==> src/rtl/morph_frame_sequencer.sv <==
// ============================================================================
// morph_frame_sequencer
//
// Frame-level controller for a 3x3 morphology core (dilation/erosion) that is
// fed by a raster pixel stream.  It sits between the thresholding stage and
// the morphology core.  On start it latches the frame size and clears the
// core's line buffers.  It then forwards the input pixels and finally flushes
// the core with pad pixels, so that exactly width*height results leave per
// frame.  busy/done/err are reported to the host.
//
// Parameters
//   N            pixel width in bits (matches the core)
//   FLUSH_PIXEL  value injected into the core while flushing
//   FLUSH_SLACK  flush cycles allowed beyond 2*width before giving up
//
// Ports
//   clock, reset        single clock, synchronous active-high reset
//   start               begin a frame (only looked at while idle)
//   width, height       frame size, latched on an accepted start
//   busy                high from the cycle after start until done
//   done                one-cycle pulse at frame end
//   err                 sticky: dropped input or flush timeout
//   in_write, in_pixel  input pixel stream
//   core_clear          core line-buffer clear (core reset_n = ~core_clear)
//   core_width          latched width for the core
//   core_write/pixel    pixel stream into the core
//   core_valid/out_pixel result stream from the core
//   out_write/pixel     result stream to the next stage
//
// Build option
//   MORPH_SEQ_BORDER_CLEAR_EN
//     When defined, the output x/y position is tracked and results on the
//     outermost frame ring are forced to zero, hiding the edge artefacts of
//     the 3x3 window.  Strobe timing is identical in both builds.
// ============================================================================

module morph_frame_sequencer #(
   parameter int             N           = 1,
   parameter logic [N-1:0]   FLUSH_PIXEL = '0,
   parameter int             FLUSH_SLACK = 8
) (
   input  logic          clock,
   input  logic          reset,

   input  logic          start,
   input  logic [15:0]   width,
   input  logic [15:0]   height,
   output logic          busy,
   output logic          done,
   output logic          err,

   input  logic          in_write,
   input  logic [N-1:0]  in_pixel,

   output logic          core_clear,
   output logic [15:0]   core_width,
   output logic          core_write,
   output logic [N-1:0]  core_pixel,
   input  logic          core_valid,
   input  logic [N-1:0]  core_out_pixel,

   output logic          out_write,
   output logic [N-1:0]  out_pixel
);

   typedef enum logic [2:0] {
      ST_IDLE,
      ST_CLEAR,
      ST_RUN,
      ST_FLUSH,
      ST_DONE
   } state_t;

   state_t        state;
   logic [15:0]   width_q;
   logic [31:0]   total_q;
   logic [31:0]   in_cnt;
   logic [31:0]   out_cnt;
   logic [17:0]   flush_cnt;
   logic          core_clear_q;

   logic          active;
   logic          emit;
   logic          last_in;
   logic          out_finished;
   logic          timeout;
   logic [31:0]   in_cnt_inc;
   logic [31:0]   out_cnt_inc;
   logic [17:0]   flush_cnt_inc;
   logic [17:0]   flush_limit;
   logic [N-1:0]  result_pixel;

   // Results are only accepted while the core is being fed (RUN or FLUSH),
   // and anything the core produces beyond the frame size is discarded.
   assign active      = (state == ST_RUN) || (state == ST_FLUSH);
   assign in_cnt_inc  = in_cnt + 32'd1;
   assign out_cnt_inc = out_cnt + 32'd1;
   assign emit        = active && core_valid && (out_cnt < total_q);

   // The frame's output side is complete either because it already was, or
   // because the result being emitted this cycle is the last one.  This is
   // checked ahead of the flush timeout so a late last result still wins.
   assign out_finished = (out_cnt == total_q) || (emit && (out_cnt_inc == total_q));

   // The input strobe that brings the input count up to the frame size.
   assign last_in = (state == ST_RUN) && in_write && (in_cnt_inc == total_q);

   // A 3x3 window needs roughly two lines of padding to drain; give it that
   // plus some slack before declaring the core stuck.
   assign flush_limit   = {1'b0, width_q, 1'b0} + 18'(FLUSH_SLACK);
   assign flush_cnt_inc = flush_cnt + 18'd1;
   assign timeout       = (flush_cnt_inc >= flush_limit);

   // The core must stay cleared for as long as reset is held, independent
   // of the clock, so reset is folded straight into the clear output.
   assign core_clear = reset | core_clear_q;
   assign core_width = width_q;

`ifdef MORPH_SEQ_BORDER_CLEAR_EN
   logic [15:0]   height_q;
   logic [15:0]   x_cnt;
   logic [15:0]   y_cnt;
   logic          on_border;

   // The 3x3 window reads padding on the outermost ring of the frame, so
   // those results are meaningless and get replaced by zero.
   assign on_border = (x_cnt == 16'd0) || (x_cnt == width_q - 16'd1) ||
                      (y_cnt == 16'd0) || (y_cnt == height_q - 16'd1);
   assign result_pixel = on_border ? '0 : core_out_pixel;

   // Raster position of the next result to be emitted.  It restarts on every
   // accepted start and advances only on results that are actually emitted.
   always_ff @(posedge clock) begin
      if (reset) begin
         height_q <= 16'd0;
         x_cnt    <= 16'd0;
         y_cnt    <= 16'd0;
      end else if ((state == ST_IDLE) && start) begin
         height_q <= height;
         x_cnt    <= 16'd0;
         y_cnt    <= 16'd0;
      end else if (emit) begin
         if (x_cnt == width_q - 16'd1) begin
            x_cnt <= 16'd0;
            y_cnt <= y_cnt + 16'd1;
         end else begin
            x_cnt <= x_cnt + 16'd1;
         end
      end
   end
`else
   assign result_pixel = core_out_pixel;
`endif

   // Frame sequencing FSM with all host- and core-facing outputs registered.
   // Pulsed outputs default low every cycle and are raised only by the state
   // that owns them.  Any input strobe that cannot be forwarded in the current
   // state is dropped and flagged in err, which stays set until the next
   // accepted start.  A zero-sized frame skips the core entirely and only
   // produces a done pulse.
   always_ff @(posedge clock) begin
      if (reset) begin
         state        <= ST_IDLE;
         width_q      <= 16'd0;
         total_q      <= 32'd0;
         in_cnt       <= 32'd0;
         out_cnt      <= 32'd0;
         flush_cnt    <= 18'd0;
         core_clear_q <= 1'b0;
         busy         <= 1'b0;
         done         <= 1'b0;
         err          <= 1'b0;
         core_write   <= 1'b0;
         core_pixel   <= '0;
         out_write    <= 1'b0;
         out_pixel    <= '0;
      end else begin
         done         <= 1'b0;
         core_clear_q <= 1'b0;
         core_write   <= 1'b0;
         core_pixel   <= '0;
         out_write    <= 1'b0;

         case (state)
            ST_IDLE: begin
               if (start) begin
                  width_q   <= width;
                  total_q   <= {16'd0, width} * {16'd0, height};
                  in_cnt    <= 32'd0;
                  out_cnt   <= 32'd0;
                  flush_cnt <= 18'd0;
                  err       <= 1'b0;
                  busy      <= 1'b1;
                  if ((width == 16'd0) || (height == 16'd0)) begin
                     state <= ST_DONE;
                  end else begin
                     core_clear_q <= 1'b1;
                     state        <= ST_CLEAR;
                  end
               end else if (in_write) begin
                  err <= 1'b1;
               end
            end

            ST_CLEAR: begin
               if (in_write) begin
                  err <= 1'b1;
               end
               state <= ST_RUN;
            end

            ST_RUN: begin
               core_write <= in_write;
               core_pixel <= in_pixel;
               if (in_write) begin
                  in_cnt <= in_cnt_inc;
               end
               // If the core already delivered every result, no flush is
               // needed once the last input has been handed over.
               if (last_in) begin
                  state <= out_finished ? ST_DONE : ST_FLUSH;
               end
            end

            ST_FLUSH: begin
               core_write <= 1'b1;
               core_pixel <= FLUSH_PIXEL;
               flush_cnt  <= flush_cnt_inc;
               if (in_write) begin
                  err <= 1'b1;
               end
               if (out_finished) begin
                  state <= ST_DONE;
               end else if (timeout) begin
                  err   <= 1'b1;
                  state <= ST_DONE;
               end
            end

            ST_DONE: begin
               if (in_write) begin
                  err <= 1'b1;
               end
               done  <= 1'b1;
               busy  <= 1'b0;
               state <= ST_IDLE;
            end

            default: begin
               state <= ST_IDLE;
            end
         endcase

         // Result path: one cycle behind the core, clipped to the frame size.
         if (active) begin
            out_write <= emit;
            out_pixel <= result_pixel;
            if (emit) begin
               out_cnt <= out_cnt_inc;
            end
         end else begin
            out_pixel <= '0;
         end
      end
   end

endmodule

==> config.mk <==
export PLATFORM = sky130hd
export DESIGN_NAME = morph_frame_sequencer
export DESIGN_NICKNAME = d
export VERILOG_FILES = /design/src/rtl/morph_frame_sequencer.sv
export SDC_FILE = /design/constraint.sdc
export NUM_CORES = 1
export LEC_CHECK = 0
export BUFFER_PORTS_ARGS = -buffer_cell sky130_fd_sc_hd__buf_4
export CAP_MARGIN = 5
export CORE_ASPECT_RATIO = 0.75
export CORE_MARGIN = 2
export CORE_UTILIZATION = 50
export CTS_CLUSTER_DIAMETER = 40
export DETAILED_ROUTE_END_ITERATION = 10
export GPL_TIMING_DRIVEN = 0
export PLACE_DENSITY = 0.72
export SYNTH_ARGS = -nofsm -noshare
export SYNTH_HDL_FRONTEND = slang
export SYNTH_SLANG_ARGS = --single-unit
==> constraint.sdc <==
create_clock -name clock -period 18.2 [get_ports clock]
set_input_delay 3.64 -clock clock [delete_from_list [all_inputs] [get_ports clock]]
set_output_delay 3.64 -clock clock [all_outputs]
set_load 0.01 [all_outputs]
==> impl_metrics.ini, run 1 <==
[floorplanning]
fp-row-count = 60
start_util_pct = 50.8
die_h_um = 170
fp.coreArea_mm2 = 0.0360
dieArea_mm2 = 0.0381
ioPinCount = 63
die_x_um = 225

[cts]
clock_sinks = 141
holdBufCountCts = 0
clock_latency_ns = 0.44
clk_pin_slew_ns = 0.06
postCtsSetupBuffers = 0
cts_buffer_depth = 2
h-tree-depth = 4
cts-root-buf = clkbuf_16
cts_tree = done
ctsResizeCount = 0
numCtsBuffers = 17

[setup_path]
required_ns = 18.56
cp-start-kind = input pin
critPathKind = input pin to flip-flop
cp_max_fo = 10
end_kind = flip-flop
crit_arrival_ns = 11.11

[layout]
final-seq-area_mm2 = 0.00282
multi_input_area_mm2 = 0.0139
fill_cells = 3419
nets = 2771
final_common_cell = nand2_1
design_area_mm2 = 0.0198
drive_above_1_share_pct = 5.27
areaGrowthSynthToFinish_pct = 8.41
final_cell_mix = nand2_1 (324), inv_1 (268), fa_1 (194), a21oi_1 (159), ha_1 (157)

[logic_synthesis]
synth_cells = 2310
async_flop_share_pct = 0
synthesis.nets = 2700
synth_area_mm2 = 0.0183
synth-edff-count = 0
synth_warnings = 0
ys_seq_area_share_pct = 15.4
synth_cell_types = 78
ys_ff_latch = 141
avgSynthCellArea_um2 = 7.91
synth_ff_type = dfxtp_1

[power_and_ir_drop]
max-vdd-ir-drop_mv = 0.202
p_comb_share_pct = 74.8
power_density_mw_per_mm2 = 149
internal_power_mw = 1.46
switching_share_pct = 50.6
clockPowerShare_pct = 11.8
pwr-share-seq_pct = 13.4
power_switching_mw = 1.50
p_leak_nw = 8.68

[global_route]
track_usage_pct = 32.0
antenna_found_initial = 1
grt_pass1_wl_um = 94100
grt_max_degree = 17
grt_overflow = 0
grt_pass1_vias = 16832

[sta]
rsz0062_at_grt = no
setup_tns_ns = 0
fmax_ghz = 0.0930
drv_slew = 0
finalSetupViolations = 0
hold_viol_final = 0
tightest_slew_ns = 1.01
fin_crit_ns = 10.76
max_slew_margin_pct = 32.5
skew_ns = 0.0113
fin_crit_sh_pct = 59.1

[route]
route.detailed.drc = 0
postRouteAntennaNets = 0
dr_wl_met2_um = 24200
wire_per_inst_um = 20.7
met1_length_um = 26800
vias = 17199
drt_iter0_markers = 1855
wl_um = 59200
dr.max_layer_used = met4
wl_met3_um = 6830
first_pass_iters = 6
vias_per_cell = 6.02

[place]
gp_congestion = 0.949
numPortBuffers = 52
dp_hpwl_um = 47300
place_area_mm2 = 0.0193

[min_path]
hp-class = flip-flop to flip-flop

[run_status]
status = completed

[run]
maxCapViolCount = 0
==> cell type report <==
class,instances,area share [%]
multi-input cells,1761,70.2
flip-flops and latches,141,14.2
inverters,268,5.08
well taps,465,2.94
plain buffers,140,2.75
clock buffers,19,2.23
repair buffers,52,1.97
clock inverters,10,0.593
diodes,2,0.0253
==> flip-flops by register name, summed over array words and instances, names as in the netlist <==
name,count
out_pixel,1
err,1
in_cnt,32
busy,1
state,3
core_pixel,1
out_cnt,32
total_q,32
flush_cnt,18
core_width,16
core_write,1
done,1
out_write,1
core_clear_q,1
==> path summary, 6_finish.rpt <==
check	start	to	slack (ns)	depth (start not counted)
max reg2reg	total_q[22]	out_cnt[23]	14.09	12
min	flush_cnt[1]	flush_cnt[1]	0.49	2
max	width[10]	total_q[31]	7.44	22
min reg2reg	flush_cnt[1]	flush_cnt[1]	0.49	2
==> synthesized netlist by cell type (10+ instances only) <==
cell type | instances | area (µm²)
and3_1 | 22 | 138
inv_1 | 268 | 1010
a311oi_1 | 14 | 123
nand4_1 | 39 | 244
a211oi_1 | 11 | 82.6
ha_1 | 157 | 1960
or3_1 | 25 | 156
nor2b_1 | 10 | 62.6
xnor2_1 | 81 | 709
nor4_1 | 32 | 200
nor2_1 | 128 | 480
nor3_1 | 39 | 195
a21oi_1 | 159 | 796
a31oi_1 | 19 | 119
nand3_1 | 62 | 310
fa_1 | 194 | 3880
nand2_1 | 324 | 1220
and2_1 | 117 | 732
a21o_1 | 29 | 218
or3b_2 | 13 | 114
and4_1 | 13 | 114
clkbuf_1 | 126 | 473
o2111ai_1 | 10 | 87.6
o21ai_0 | 83 | 415
xor2_1 | 56 | 490
dfxtp_1 | 141 | 2820
==> per-stage QoR <==
step	power, mW	hold WS (ns)	cells	utilization [%]	worst slack, ns
floorplan	2.01	0.460	2310	-	8.62
global placement	2.52	0.469	2827	53.5	7.26
detailed placement	2.56	0.481	2827	53.5	7.24
CTS	2.93	0.491	2856	55.1	7.68
global route	3.26	0.520	2857	55.1	7.14
finish	2.96	0.491	2858	55.1	7.44
==> logic make-up (layout without fill, tap and decap cells) <==
logic type / after synthesis / count (layout) / synth area share, %
fa+ha+maj: 351 / 351 / 32.0
mux: 5 / 5 / 0.274
buf+inv: 408 / 489 / 8.49
compound gates: 390 / 390 / 13.1
flops: 141 / 141 / 15.4
simple gates: 878 / 878 / 24.1
xor+xnor: 137 / 137 / 6.56
other cells: 0 / 2 / 0
==> critical path: stages <==
cell	delay [ns]
clkbuf_1	0.59
clkbuf_1	0.71
nand2_1	0.18
fa_1	0.59
fa_1	0.44
fa_1	0.51
inv_1	0.05
fa_1	0.47
fa_1	0.54
inv_1	0.05
fa_1	0.57
inv_1	0.05
ha_1	0.34
and3_1	0.20
a221o_1	0.37
a21oi_1	0.15
o21ai_0	0.32
a41oi_1	0.54
o21ai_0	0.20
a21oi_1	0.25
nor3_1	0.09
a311oi_1	0.24
==> per-layer routing <==
| metal | up-vias | GRT usage, % |
|---|---|---|
| li1 | 7837 | - |
| met1 | 8396 | 46.8 |
| met2 | 858 | 46.4 |
| met3 | 108 | 8.17 |
| met4 | 0 | 8.49 |
| met5 | - | 0 |
==> power groups by stage <==
stage          clock network, mW  logic [mW]  registers [mW]
6_report                   0.350        2.21           0.396
5_1_grt                    0.365        2.50           0.395
4_1_cts                    0.350        2.19           0.391
3_5_place_dp                   0        2.17           0.398
3_3_place_gp                   0        2.13           0.397
2_1_floorplan                  0        1.64           0.368
No activity file was read; power rests on OpenSTA's default activity.
==> run 2, diff against run 1 <==
Settings changed: ABC_AREA set to 1, PLACE_DENSITY 0.72 to 0.75.
Clock period 18.2 ns to 9 ns, I/O delays scaled along.
==> run 2 against run 1 <==
Against the previous run: via count is 7.2% higher; register-to-register slack got worse by 8.5 ns; total power increased by 140%; setup slack worse by 6.9 ns; sequential cell count unchanged; synthesized cell count rose by 19%; routed wire length increased by 2.9%; sequential power grew 120%; critical path depth rose by 5; clock power is 120% higher; first-iteration DRC count grew 8.9%; global-route usage up 0.62 points; critical path type unchanged.
==> impl_metrics.ini, run 2 <==
[min_path]
hp-class = flip-flop to flip-flop

[global_route]
grt_max_degree = 17
track_usage_pct = 32.6
met3_usage_pct = 8.40
grt_pass1_wl_um = 96600
grtUsageMet1_pct = 46.4
grt_overflow = 0
busiest_layer = met2
grt_pass1_vias = 17907
antenna_found_initial = 4
grtUsageMet2_pct = 48.0

[cts]
cts_tree = done
clock_sinks = 141
numCtsBuffers = 17
cts_buffer_depth = 2
holdBufCountCts = 0
clk_pin_slew_ns = 0.06
h-tree-depth = 4
clock_latency_ns = 0.45
postCtsSetupBuffers = 0
ctsResizeCount = 0
cts-root-buf = clkbuf_16

[setup_path]
required_ns = 9.35
end_kind = flip-flop
cp-start-kind = input pin
critPathKind = input pin to flip-flop
cp_max_fo = 10
crit_arrival_ns = 8.80
reg2reg_slack_ns = 5.58

[sta]
max_slew_margin_pct = 33.5
fin_ws_ns = 0.546
drv_slew = 0
fmax_ghz = 0.118
hold_ws_ns = 0.468
skew_ns = 0.00959
hold_viol_final = 0
fin_crit_ns = 8.45
rsz0062_at_grt = no
fin_crit_sh_pct = 93.9
tightest_slew_ns = 0.998
setup_tns_ns = 0
finalSetupViolations = 0

[route]
wire_per_inst_um = 18.4
first_pass_iters = 7
route.detailed.drc = 0
drt_iter0_markers = 2020
wl_um = 60900
vias_per_cell = 5.56
postRouteAntennaNets = 0
vias = 18445

[logic_synthesis]
yosys-top-cells-count = nand2_1 (781), inv_1 (523), fa_1 (194)
avgSynthCellArea_um2 = 6.77
synth_area_mm2 = 0.0186
synth_cell_types = 47
yosysMostFrequentCell = nand2_1
synth-xor-area-share_pct = 3.01
synthAdderAreaFrac_pct = 31.4
synth-edff-count = 0
ys_ff_latch = 141
synth_top_cell_by_area = fa_1
async_flop_share_pct = 0
synth_warnings = 0
synth_ff_type = dfxtp_1
synth-compound-area-share_pct = 9.14
synthMuxAreaShare_pct = 0
synth_top_family_by_area = adder cells
synth_cells = 2747
synthTopCellsByArea = fa_1 (21%), nand2_1 (16%), dfxtp_1 (15%)
synth-simple-area-share_pct = 28.3
ys_seq_area_share_pct = 15.2
synth_top_area_share_pct = 20.9
synthesis.nets = 3137

[place]
dpl_worst_slack_ns = 0.336
dp.cells = 3281
numPortBuffers = 30
dp_hpwl_um = 49100
gp_congestion = 1.04

[floorplanning]
dieArea_mm2 = 0.0388
die_h_um = 171
die_x_um = 227
ioPinCount = 63
fp-row-count = 61
fp.coreArea_mm2 = 0.0369
start_util_pct = 50.4

[power_and_ir_drop]
max-vdd-ir-drop_mv = 0.564
power_density_mw_per_mm2 = 346
p_leak_nw = 10.1

[run]
maxCapViolCount = 0

[run_status]
status = completed

[layout]
nets = 3186
multi_input_area_mm2 = 0.0134
areaGrowthSynthToFinish_pct = 7.93
final_common_cell = nand2_1
largestRegisters = in_cnt (32), out_cnt (32), total_q (32)
final_cell_mix = nand2_1 (781), inv_1 (523), fa_1 (194), nor2_1 (183), nand3_1 (177)
fill_cells = 3509
fin_cells = 3317
final-seq-area_mm2 = 0.00282
drive_above_1_share_pct = 4.13
run 2: cell types whose count changed in the layout (fill, tap and decap cells not counted), sizes merged, moves of 60 or more:
cell | before | now
and2 | 118 | 3
inv | 270 | 525
nand2 | 324 | 793
xnor2 | 81 | 21
nor2 | 128 | 206
nand3 | 63 | 180
run 2: per-layer routing:
layer,up-vias,wire length (µm)
li1,8580,-
met1,8735,26500
met2,995,25100
met3,135,7610
met4,0,1710
met5,-,0
run 2: cell type report:
cell class              count  area share, %
well taps                 504           3.14
clock buffers              19           2.21
plain buffers             110           2.13
inverters                 527           9.86
diodes                      4         0.0499
multi-input cells        1969           66.6
clock inverters            13          0.829
flip-flops and latches    141           14.1
repair buffers             30           1.12
run 2: worst paths after layout:
kind	startpoint	endpoint	cells past startpoint
worst max-delay path	width[6]	total_q[27]	27
worst min register to register	flush_cnt[8]	flush_cnt[8]	2
worst max register to register	in_cnt[1]	state[1]	19
worst min-delay path	flush_cnt[8]	flush_cnt[8]	2
run 2: report_power, final:
| part | internal [mW] | switching (mW) | total, mW |
|---|---|---|---|
| registers | 0.733 | 0.129 | 0.863 |
| logic | 1.90 | 3.42 | 5.33 |
| clock network | 0.445 | 0.316 | 0.761 |
| total | 3.08 | 3.87 | 6.95 |
run 2: kinds of logic after synthesis:
family                     count (synthesis)
xor gates and xnor gates                  64
DFF                                      141
buffers and inverters                    637
AOI/OAI and AO/OA                        311
adders and majority gates                351
and+or+nand+nor                         1243
run 2: critical path: stages:
cell      delay [ns]
clkbuf_1        0.57
clkbuf_1        0.72
nand2_1         0.16
fa_1            0.55
inv_1           0.05
fa_1            0.50
inv_1           0.05
fa_1            0.47
inv_1           0.06
fa_1            0.50
fa_1            0.54
inv_1           0.05
fa_1            0.63
inv_1           0.07
ha_1            0.37
a21oi_1         0.17
inv_1           0.07
a31oi_1         0.14
nand2_1         0.15
nand2_1         0.09
nand2_1         0.08
a21boi_0        0.36
o21ai_0         0.20
a21oi_1         0.14
o21ai_0         0.16
nand2_1         0.10
inv_1           0.04
run 2: per-stage QoR:
stage | utilization, % | cell area [µm²] | total power [mW]
6_report | 54.4 | 20100 | 6.95
5_1_grt | 54.4 | 20100 | 7.67
4_1_cts | 54.4 | 20100 | 6.85
3_5_place_dp | 52.8 | 19500 | 6.06
3_3_place_gp | 52.8 | 19500 | 5.98
2_1_floorplan | - | 18600 | 4.56
